## src/rtl/instr_fetch_if.sv

```systemverilog
// Instruction-fetch bus: start control, instruction-memory read channel,
// instruction/branch exchange with the decoder, and status.
// INSTR_COUNT_EN adds the retired-instruction counter output.
interface instr_fetch_if #(
    parameter int PC_WIDTH = 10
);
    logic                start_i;
    logic                imem_req_o;
    logic [PC_WIDTH-1:0] imem_addr_o;
    logic [7:0]          imem_rdata_i;
    logic                imem_ack_i;
    logic [7:0]          instruction_o;
    logic                instr_valid_o;
    logic                branchf_i;
    logic                branchb_i;
    logic [7:0]          offset_i;
    logic                done_i;
    logic                halted_o;
    logic [PC_WIDTH-1:0] pc_o;
`ifdef INSTR_COUNT_EN
    logic [31:0]         retired_count_o;
`endif

    // Fetch unit side.
    modport master (
        input  start_i, imem_rdata_i, imem_ack_i, branchf_i, branchb_i,
               offset_i, done_i,
        output imem_req_o, imem_addr_o, instruction_o, instr_valid_o,
               halted_o, pc_o
`ifdef INSTR_COUNT_EN
      , output retired_count_o
`endif
    );

    // Environment side: memory, decoder and controller.
    modport slave (
        output start_i, imem_rdata_i, imem_ack_i, branchf_i, branchb_i,
               offset_i, done_i,
        input  imem_req_o, imem_addr_o, instruction_o, instr_valid_o,
               halted_o, pc_o
`ifdef INSTR_COUNT_EN
      , input  retired_count_o
`endif
    );
endinterface

```

## src/rtl/instr_fetch.sv

```systemverilog
// Instruction sequencer: owns the PC, fetches one byte per instruction over
// a req/ack handshake, presents it for a single execute cycle and picks the
// next PC from the decoder's done/branchf/branchb response.
// Optional macro INSTR_COUNT_EN adds a 32-bit retired-instruction counter.
module instr_fetch #(
    parameter int PC_WIDTH = 10,
    parameter int START_PC = 0
) (
    input  logic          clock_i,
    input  logic          reset_i,
    instr_fetch_if.master bus
);
    typedef enum logic [1:0] {IDLE, FETCH, EXEC, HALT} state_t;

    localparam logic [PC_WIDTH-1:0] START = PC_WIDTH'(START_PC);

    state_t              state;
    logic [PC_WIDTH-1:0] pc;
    logic [PC_WIDTH-1:0] off_ext;
    logic [7:0]          instruction;
    logic                instr_valid;
    logic                halted;
`ifdef INSTR_COUNT_EN
    logic [31:0]         retired_count;
`endif

    // Offset is unsigned: zero-extended, or truncated for narrow PCs.
    assign off_ext = PC_WIDTH'(bus.offset_i);

    // Sequencer FSM; PC arithmetic wraps naturally at PC_WIDTH bits.
    always_ff @(posedge clock_i or posedge reset_i) begin
        if (reset_i) begin
            state         <= IDLE;
            pc            <= START;
            instruction   <= 8'h00;
            instr_valid   <= 1'b0;
            halted        <= 1'b0;
`ifdef INSTR_COUNT_EN
            retired_count <= 32'd0;
`endif
        end else begin
            case (state)
                IDLE: begin
                    if (bus.start_i) begin
                        state <= FETCH;
                        pc    <= START;
`ifdef INSTR_COUNT_EN
                        retired_count <= 32'd0;
`endif
                    end
                end
                FETCH: begin
                    if (bus.imem_ack_i) begin
                        instruction <= bus.imem_rdata_i;
                        instr_valid <= 1'b1;
                        state       <= EXEC;
                    end
                end
                EXEC: begin
                    instr_valid <= 1'b0;
`ifdef INSTR_COUNT_EN
                    retired_count <= retired_count + 32'd1;
`endif
                    if (bus.done_i) begin
                        halted <= 1'b1;
                        state  <= HALT;
                    end else begin
                        state <= FETCH;
                        if (bus.branchf_i)
                            pc <= pc + off_ext;
                        else if (bus.branchb_i)
                            pc <= pc - off_ext;
                        else
                            pc <= pc + 1'b1;
                    end
                end
                HALT: begin
                    if (bus.start_i) begin
                        halted <= 1'b0;
                        pc     <= START;
                        state  <= FETCH;
`ifdef INSTR_COUNT_EN
                        retired_count <= 32'd0;
`endif
                    end
                end
                default: state <= IDLE;
            endcase
        end
    end

    // Request follows state directly so an async reset drops it at once.
    assign bus.imem_req_o    = (state == FETCH);
    assign bus.imem_addr_o   = pc;
    assign bus.pc_o          = pc;
    assign bus.instruction_o = instruction;
    assign bus.instr_valid_o = instr_valid;
    assign bus.halted_o      = halted;
`ifdef INSTR_COUNT_EN
    assign bus.retired_count_o = retired_count;
`endif
endmodule

```

## src/flat_wrapper.sv

```systemverilog
// flat-port wrapper written by rule: the top's interface ports become plain ports
module instr_fetch_flat 
#(
    parameter int PC_WIDTH = 10,
    parameter int START_PC = 0
)
  (clock_i, reset_i, bus_start_i, bus_imem_rdata_i, bus_imem_ack_i, bus_branchf_i, bus_branchb_i, bus_offset_i, bus_done_i, bus_imem_req_o, bus_imem_addr_o, bus_instruction_o, bus_instr_valid_o, bus_halted_o, bus_pc_o);
  instr_fetch_if #(.PC_WIDTH(PC_WIDTH)) bus_i ();
  input  logic clock_i;
  input  logic reset_i;
  input wire logic [$bits(bus_i.start_i)-1:0] bus_start_i;
  input wire logic [$bits(bus_i.imem_rdata_i)-1:0] bus_imem_rdata_i;
  input wire logic [$bits(bus_i.imem_ack_i)-1:0] bus_imem_ack_i;
  input wire logic [$bits(bus_i.branchf_i)-1:0] bus_branchf_i;
  input wire logic [$bits(bus_i.branchb_i)-1:0] bus_branchb_i;
  input wire logic [$bits(bus_i.offset_i)-1:0] bus_offset_i;
  input wire logic [$bits(bus_i.done_i)-1:0] bus_done_i;
  output wire logic [$bits(bus_i.imem_req_o)-1:0] bus_imem_req_o;
  output wire logic [$bits(bus_i.imem_addr_o)-1:0] bus_imem_addr_o;
  output wire logic [$bits(bus_i.instruction_o)-1:0] bus_instruction_o;
  output wire logic [$bits(bus_i.instr_valid_o)-1:0] bus_instr_valid_o;
  output wire logic [$bits(bus_i.halted_o)-1:0] bus_halted_o;
  output wire logic [$bits(bus_i.pc_o)-1:0] bus_pc_o;
  assign bus_i.start_i = bus_start_i;
  assign bus_i.imem_rdata_i = bus_imem_rdata_i;
  assign bus_i.imem_ack_i = bus_imem_ack_i;
  assign bus_i.branchf_i = bus_branchf_i;
  assign bus_i.branchb_i = bus_branchb_i;
  assign bus_i.offset_i = bus_offset_i;
  assign bus_i.done_i = bus_done_i;
  assign bus_imem_req_o = bus_i.imem_req_o;
  assign bus_imem_addr_o = bus_i.imem_addr_o;
  assign bus_instruction_o = bus_i.instruction_o;
  assign bus_instr_valid_o = bus_i.instr_valid_o;
  assign bus_halted_o = bus_i.halted_o;
  assign bus_pc_o = bus_i.pc_o;
  instr_fetch #(.PC_WIDTH(PC_WIDTH), .START_PC(START_PC)) u_core (.clock_i(clock_i), .reset_i(reset_i), .bus(bus_i));
endmodule
```

## config.mk

```make
export PLATFORM = sky130hd
export DESIGN_NAME = instr_fetch_flat
export DESIGN_NICKNAME = d
export VERILOG_FILES = /design/src/rtl/instr_fetch_if.sv /design/src/rtl/instr_fetch.sv /design/src/flat_wrapper.sv
export SDC_FILE = /design/constraint.sdc
export NUM_CORES = 1
export LEC_CHECK = 0
export BUFFER_PORTS_ARGS = -buffer_cell sky130_fd_sc_hd__buf_2
export CORE_ASPECT_RATIO = 1.2
export CORE_MARGIN = 4
export CORE_UTILIZATION = 43
export DETAILED_ROUTE_END_ITERATION = 8
export HOLD_SLACK_MARGIN = 0.1
export PLACE_DENSITY = 0.79
export SLEW_MARGIN = 20
export SYNTH_ARGS = -nofsm -noshare
export SYNTH_HDL_FRONTEND = slang
export SYNTH_SLANG_ARGS = --single-unit
```

## constraint.sdc

```tcl
create_clock -name clock_i -period 1.9 [get_ports clock_i]
set_input_delay 0.285 -clock clock_i [delete_from_list [all_inputs] [get_ports clock_i]]
set_output_delay 0.285 -clock clock_i [all_outputs]
set_load 0.005 [all_outputs]
```

==> flow_summary.toml, run 1 <==
[clock_network]
tritoncts_clock_tree = "yes"
cts-buffers-inserted = 3
htree_levels = 1
clock_path_buffers = 2
clk-insertion-delay-late_ps = 260
clkSinkCount = 22
cts.root.buffer_cell = "sky130_fd_sc_hd__clkbuf_8"
clock_slew_at_the_register_clock_pins_of_the_worst_setup_and_hold_paths_ps = 80

[drt]
detail_route.first_pass.iterations = 4
ant_nets = 0
vias_per_cell = 5.27
drt_iter0_drc = 73
route.detailed.wl_per_inst_um = 14.4
routed-via-count = 1513
drt_wl_total_mm = 4.13
drt_drc_violations_left = 0

[timing]
fin_tns_setup_ps = -2140
final.min_clock_period_ps = 2590
setup_viol = 7
hold_slack_final_ps = 246
rsz_0062_raised_after_global_routing = "true"
relSlewSlack_pct = 68.3
final_min_period_over_clock_period_pct = 136
max_slew.worst_pin.slew_ps = 475
final_hold_viol_count = 0
final_critical_path_setup_slack_ps = -693
final.setup_skew_ps = 2.00
finalMaxSlewViolations = 0
fmax_ghz = 0.386

[cells_and_area]
num_antenna_cells = 0
final_cell_count_no_fill = 287
finish.net_count = 288
flow.area_growth_from_synthesis_pct = 54.4
final_layout_size_suffix_gt1_share_pct = 56.9

[power]
leakagePower_uw = 0.00130
worst_ir_drop_vdd_mv = 0.915
power.density_cell_area_nw_per_um2 = 1380
report.power.total_uw = 3420

[placement]
gp_congestion = 0.839
place.detailed.instances = 279
port_buffers = 53
detailedPlacementHpwl_mm = 3.09

[synthesis]
yosys_register_bits = 22
synthDistinctLibCells = 37
asyncSetResetFlopFracSynth_pct = 100
ys.flop_type = "sky130_fd_sc_hd__dfrtp_1"
synthCells = 159
synth_enable_flop_cells = 0
synth.yosys.seq_area_share_pct = 34.4
synth.net_count = 198
yosys_warnings = 0
synthesis.area_um2 = 1600
synth_area_per_cell_um2 = 10.1

[worst_setup_path]
timing_worst_setup_path_type = "in2reg"
worst_path_largest_cell_delay_ps = 530
worst_setup_start_kind = "input pin"
end_kind = "flip-flop"
arrival_ps = 2750
timing.critical_path.fanout_max = 4
worst-endpoint-required_ps = 2050
critical_path_cell_list = "buf_8, nor2b_4, ha_4, and4b_1, or4b_4, nand2_4, ha_4, a21o_1, a31o_2, or3_4, and4b_1, a211o_1"
crit_slowest_cell = "sky130_fd_sc_hd__or4b_4"

[floorplan]
area_enclosed_by_the_die_boundary_um2 = 4770
die_h_um = 74.8
dieWidth_um = 63.7
effective_utilization_at_floorplan_pct = 44.4
placeableCoreArea_um2 = 3600
boundaryPins = 54
fp-row-count = 24

[run_status]
violations = "negative setup slack"
run_status = "finished with violations"

[hold_path]
holdCritPathClass = "in2reg"

[run]
maxCapViolCount = 0

[global_route]
first_global_vias = 1528
grt_max_degree = 23
globalRouteTotalUtil_pct = 17.2
grt_pass1_wl_mm = 6.62
antenna_found_initial = 0
grt-ovfl-total = 0
through the flow:
stage | cell area, um^2 | utilization (%) | setup slack (ps)
4_1_cts | 2390 | 66.4 | -716
3_3_place_gp | 2220 | 61.6 | -1010
3_5_place_dp | 2220 | 61.6 | -1080
6_report | 2470 | 68.6 | -693
5_1_grt | 2470 | 68.6 | -773
2_1_floorplan | 1710 | - | -1020
layout by cell type (no fill, tap or decap), drive strengths merged, types with 2 or more instances in the layout:
| cell type | netlist | final |
|---|---|---|
| buf | 11 | 98 |
| dfrtp | 22 | 22 |
| ha | 15 | 15 |
| nand2 | 14 | 14 |
| a22o | 13 | 13 |
| mux2 | 11 | 11 |
| a21oi | 9 | 9 |
| o21ai | 7 | 7 |
| a21o | 6 | 6 |
| nor2 | 5 | 5 |
| xnor2 | 5 | 5 |
| nand2b | 4 | 4 |
| inv | 4 | 4 |
| nor2b | 4 | 4 |
| nor3 | 4 | 4 |
| clkbuf | 3 | 3 |
| a31o | 2 | 2 |
| a31oi | 2 | 2 |
| and4b | 2 | 2 |
| xor2 | 2 | 2 |
| o31ai | 2 | 2 |
synthesized netlist by cell type, types with 2 or more instances:
cell type	n	area (um^2)
sky130_fd_sc_hd__dfrtp_1	22	551
sky130_fd_sc_hd__ha_1	15	188
sky130_fd_sc_hd__nand2_1	14	52.6
sky130_fd_sc_hd__a22o_1	13	114
sky130_fd_sc_hd__mux2_2	11	124
sky130_fd_sc_hd__buf_4	10	75.1
sky130_fd_sc_hd__a21oi_1	8	40.0
sky130_fd_sc_hd__a21o_1	6	45.0
sky130_fd_sc_hd__o21ai_0	6	30.0
sky130_fd_sc_hd__nor2_1	5	18.8
sky130_fd_sc_hd__xnor2_1	5	43.8
sky130_fd_sc_hd__inv_1	4	15.0
sky130_fd_sc_hd__nand2b_1	4	25.0
sky130_fd_sc_hd__nor2b_1	4	25.0
sky130_fd_sc_hd__clkbuf_1	3	11.3
sky130_fd_sc_hd__nor3_1	3	15.0
sky130_fd_sc_hd__a31o_2	2	17.5
sky130_fd_sc_hd__a31oi_1	2	12.5
sky130_fd_sc_hd__and4b_1	2	20.0
sky130_fd_sc_hd__o31ai_1	2	15.0
sky130_fd_sc_hd__xor2_1	2	17.5
logic make-up (layout without fill, tap and decap cells):
logic type                 after synthesis  after routing  share of synthesized area (%)
AOI/OAI and AO/OA                       45             45                           20.1
xor gates and xnor gates                 7              7                           3.83
adders and majority gates               16             16                           13.0
buffers and inverters                   18            107                           7.04
DFF                                     22             22                           34.4
muxes                                   12             12                           8.37
and+or+nand+nor                         39             39                           13.3
area by class of cell:
cell class / instances / area [um^2]
Clock inverter: 1 / 30.0
Sequential cell: 22 / 551
Inverter: 4 / 15.0
Timing Repair Buffer: 99 / 662
Fill cell: 290 / 1130
Clock buffer: 3 / 41.3
Multi-Input combinational cell: 119 / 1120
Tap cell: 39 / 48.8
power by group:
part	switching (uW)	internal [uW]
Combinational	919	1180
Clock	156	281
Sequential	180	698
Total	1250	2160
sequential cells by signal (all words and copies together), names as in the netlist:
| register | count |
|---|---|
| u_core.bus.instruction_o | 8 |
| u_core.state | 2 |
| u_core.bus.instr_valid_o | 1 |
| u_core.bus.halted_o | 1 |
| u_core.bus.imem_addr_o | 10 |
worst paths after layout:
check	start	to	slack, ps	depth (start not counted)
min in group asynchronous	reset_i	u_core.bus.imem_addr_o[5]$_DFFE_PP0P_	600	4
worst max-delay path	bus_branchb_i	u_core.bus.imem_addr_o[9]$_DFFE_PP0P_	-690	12
worst max register to register	u_core.bus.imem_addr_o[0]$_DFFE_PP0P_	u_core.bus.imem_addr_o[9]$_DFFE_PP0P_	-250	8
worst min register to register	u_core.bus.instruction_o[7]$_DFFE_PP0P_	u_core.bus.instruction_o[7]$_DFFE_PP0P_	510	1
max in group asynchronous	reset_i	u_core.bus.imem_addr_o[0]$_DFFE_PP0P_	1070	4
worst min-delay path	bus_imem_rdata_i[4]	u_core.bus.instruction_o[4]$_DFFE_PP0P_	250	2
routing by layer:
metal / wire (um) / part of all wire (%) / vias up / global-route usage (%)
met5: 0 / 0 / - / 0
met4: 11 / 0.27 / 0 / 2.88
met3: 191 / 4.6 / 2 / 2.24
met2: 2140 / 52 / 40 / 32.6
met1: 1790 / 43 / 722 / 21.2
li1: - / - / 749 / -
what timing repair did:
action / 4_1_cts / 5_1_grt
gates resized for setup: 15 / 16
hold buffers: 1 / 0
setup buffers: 2 / 2
setup endpoints to repair: 7 / 9
hold endpoints to repair: 22 / 0
pin swaps: 11 / 13
critical path: cells and delay by family:
kind | cells | cell delay, ps
fa+ha+maj | 2 | 350
compound gates | 3 | 580
simple gates | 6 | 1430
buf+inv | 1 | 100
Note: power is estimated with default switching activity, not from simulation.
==> run 2, diff against run 1 <==
ABC_AREA = 1   (was not set)
GPL_TIMING_DRIVEN = 1   (was not set)
PLACE_DENSITY = 0.78   (was 0.79)
==> flow_summary.toml, run 2 <==
[run_status]
run_status = "finished with violations"
violations = "negative setup slack"

[power]
leakagePower_uw = 0.00138
p_clk_share_pct = 9.1
report.power.total_uw = 3230
internal_portion_of_total_power_uw = 1790
swShare_pct = 44.5
power.density_cell_area_nw_per_um2 = 1330
p_sw_uw = 1440
pwr-share-comb_pct = 63.8
sequentialPowerShare_pct = 27.1
worst_ir_drop_vdd_mv = 0.894

[drt]
drt_drc_violations_left = 0
ant_nets = 0
routed-via-count = 1863
drt_wl_total_mm = 4.68
route.detailed.wl_per_inst_um = 12.5
vias_per_cell = 4.97
detail_route.first_pass.iterations = 4
drt_iter0_drc = 94

[synthesis]
synth_xor_xnor_area_share_pct = 1.53
synth_enable_flop_cells = 0
synth_top_family_by_area = "simple AND/OR/NAND/NOR gates"
synth_area_per_cell_um2 = 7.14
synth-compound-area-share_pct = 13.4
synth_adder_area_share_pct = 12.1
synth_most_common_cell = "sky130_fd_sc_hd__nand2_1"
ys.flop_type = "sky130_fd_sc_hd__dfrtp_1"
yosys_warnings = 0
synthesis.area_um2 = 1720
synthSimpleGateAreaFrac_pct = 29.4
synth.area.mux_share_pct = 0
synth_commonest_cells = "sky130_fd_sc_hd__nand2_1, sky130_fd_sc_hd__inv_1, sky130_fd_sc_hd__dfrtp_1"
synthDistinctLibCells = 28
synth.net_count = 280
yosys_register_bits = 22
netlist.area_leader.share_pct = 32.0
synth_area_leaders = "sky130_fd_sc_hd__dfrtp_1, sky130_fd_sc_hd__nand2_1, sky130_fd_sc_hd__ha_1"
synth.yosys.seq_area_share_pct = 32.0
netlist.top_cell.by_area = "sky130_fd_sc_hd__dfrtp_1"
synthCells = 241
asyncSetResetFlopFracSynth_pct = 100

[clock_network]
tritoncts_clock_tree = "yes"
cts.root.buffer_cell = "sky130_fd_sc_hd__clkbuf_8"
cts-buffers-inserted = 3
clock_path_buffers = 2
clkSinkCount = 22
clk-insertion-delay-late_ps = 270
htree_levels = 1
clock_slew_at_the_register_clock_pins_of_the_worst_setup_and_hold_paths_ps = 80

[global_route]
grt-ovfl-total = 0
met1_usage_pct = 22.4
antenna_found_initial = 0
globalRouteTotalUtil_pct = 18.1
first_global_vias = 1736
grt_max_degree = 23
met3_usage_pct = 1.61
most_crowded_layer_gr = "met2"
grt_pass1_wl_mm = 7.36
groute.layer.met2.usage_pct = 32.5

[cells_and_area]
final_core_util_pct = 64.8
final_common_cell = "sky130_fd_sc_hd__nand2_1"
finish.net_count = 364
largest_register_ffs = 10
flow.area_growth_from_synthesis_pct = 41.3
num_antenna_cells = 0
final_layout_size_suffix_gt1_share_pct = 37.8
final_cell_mix = "sky130_fd_sc_hd__nand2_1, sky130_fd_sc_hd__buf_2, sky130_fd_sc_hd__buf_4"

[placement]
port_buffers = 53
gp_congestion = 0.952
detailedPlacementHpwl_mm = 3.43

[timing]
rsz_0062_raised_after_global_routing = "true"
relSlewSlack_pct = 74.0
setup_viol = 6
max_slew.worst_pin.slew_ps = 386
final_critical_path_setup_slack_ps = -122
finalMaxSlewViolations = 0
final_min_period_over_clock_period_pct = 106
final_hold_viol_count = 0
final.min_clock_period_ps = 2020
fmax_ghz = 0.495
final.setup_skew_ps = 6.40

[floorplan]
area_enclosed_by_the_die_boundary_um2 = 5080
fp-row-count = 24
die_h_um = 77.3
effective_utilization_at_floorplan_pct = 45.9
boundaryPins = 54
dieWidth_um = 65.8
placeableCoreArea_um2 = 3750

[worst_setup_path]
timing.critical_path.fanout_max = 5
timing_worst_setup_path_type = "in2reg"
worst_setup_start_kind = "input pin"
end_kind = "flip-flop"
worst-endpoint-required_ps = 2050
arrival_ps = 2170

[hold_path]
holdCritPathClass = "in2reg"

[run]
maxCapViolCount = 0
## run 2: changes by cell type after synthesis, sizes merged, moves of 3 or more
cell    delta
mux2      -11
nor2b      -4
nand2b     -4
nand2     +61
xnor2      -5
a22o      -11
inv       +27
clkbuf     -3
a21o       -4
nand3     +15
nor2      +17
o21ai      +8
## run 2: critical path, stage by stage
cell and delay [ps]:
sky130_fd_sc_hd__buf_8 100, sky130_fd_sc_hd__buf_4 150, sky130_fd_sc_hd__nand2_2 150, sky130_fd_sc_hd__nor2_4 60
sky130_fd_sc_hd__nor2_1 130, sky130_fd_sc_hd__xor2_1 230, sky130_fd_sc_hd__ha_1 320, sky130_fd_sc_hd__a21oi_1 210
sky130_fd_sc_hd__nand2_2 90, sky130_fd_sc_hd__buf_4 140, sky130_fd_sc_hd__nand4_1 80, sky130_fd_sc_hd__nand3_1 80
sky130_fd_sc_hd__nand2_1 60, sky130_fd_sc_hd__o21ai_0 70
## run 2: routing by layer
layer	routed length (um)	share of wire (%)
met4	48	1.0
met1	1910	41
met3	241	5.1
met5	0	0
met2	2490	53
## run 2: timing repair
action,in CTS,in global routing
gates resized for setup,12,16
hold buffers,1,0
pin swaps,16,4
setup buffers,1,5
setup endpoints to repair,6,8
endpoints found under the hold margin,22,0
## run 2: path summary, 6_finish.rpt
check | from | end | slack [ps] | cells past startpoint
max reg2reg | u_core.bus.imem_addr_o[0]$_DFFE_PP0P_ | u_core.bus.imem_addr_o[8]$_DFFE_PP0P_ | 130 | 9
max | bus_branchb_i | u_core.bus.imem_addr_o[8]$_DFFE_PP0P_ | -120 | 14
max in group asynchronous | reset_i | u_core.bus.imem_addr_o[8]$_DFFE_PP0P_ | 1060 | 4
min in group asynchronous | reset_i | u_core.bus.imem_addr_o[3]$_DFFE_PP0P_ | 600 | 4
min | bus_imem_rdata_i[7] | u_core.bus.instruction_o[7]$_DFFE_PP0P_ | 200 | 3
min reg2reg | u_core.bus.instruction_o[2]$_DFFE_PP0P_ | u_core.bus.instruction_o[2]$_DFFE_PP0P_ | 470 | 2
## run 2: per-stage QoR
stage	area (um^2)	instances	setup TNS, ps	setup WS [ps]	hold WS [ps]
finish	2430	375	-394	-122	204
global route	2430	375	-1580	-306	216
CTS	2310	370	-144	-88.7	206
detailed placement	2210	365	-2360	-416	336
global placement	2210	365	-2140	-366	332
floorplan	1730	241	-315	-149	274
## run 2: power groups by stage
stage	Sequential, uW	Clock [uW]	Combinational, uW
after global routing	917	307	2350
after detailed placement	877	0	1900
after global placement	880	0	1850
final	876	293	2060
after floorplan	876	0	1240
after CTS	874	295	1940
## run 2: layout make-up
cell class / count / area, um^2
Multi-Input combinational cell: 176 / 1100
Sequential cell: 22 / 551
Fill cell: 321 / 1320
Tap cell: 52 / 65.1
Inverter: 32 / 124
Clock buffer: 3 / 41.3
Timing Repair Buffer: 90 / 556
## run 2: cell families (layout without fill, tap and decap cells)
family	after synthesis	in the layout
fa+ha+maj	16	16
simple gates	118	118
xor+xnor	3	3
buf+inv	43	125
flops	22	22
compound gates	39	39
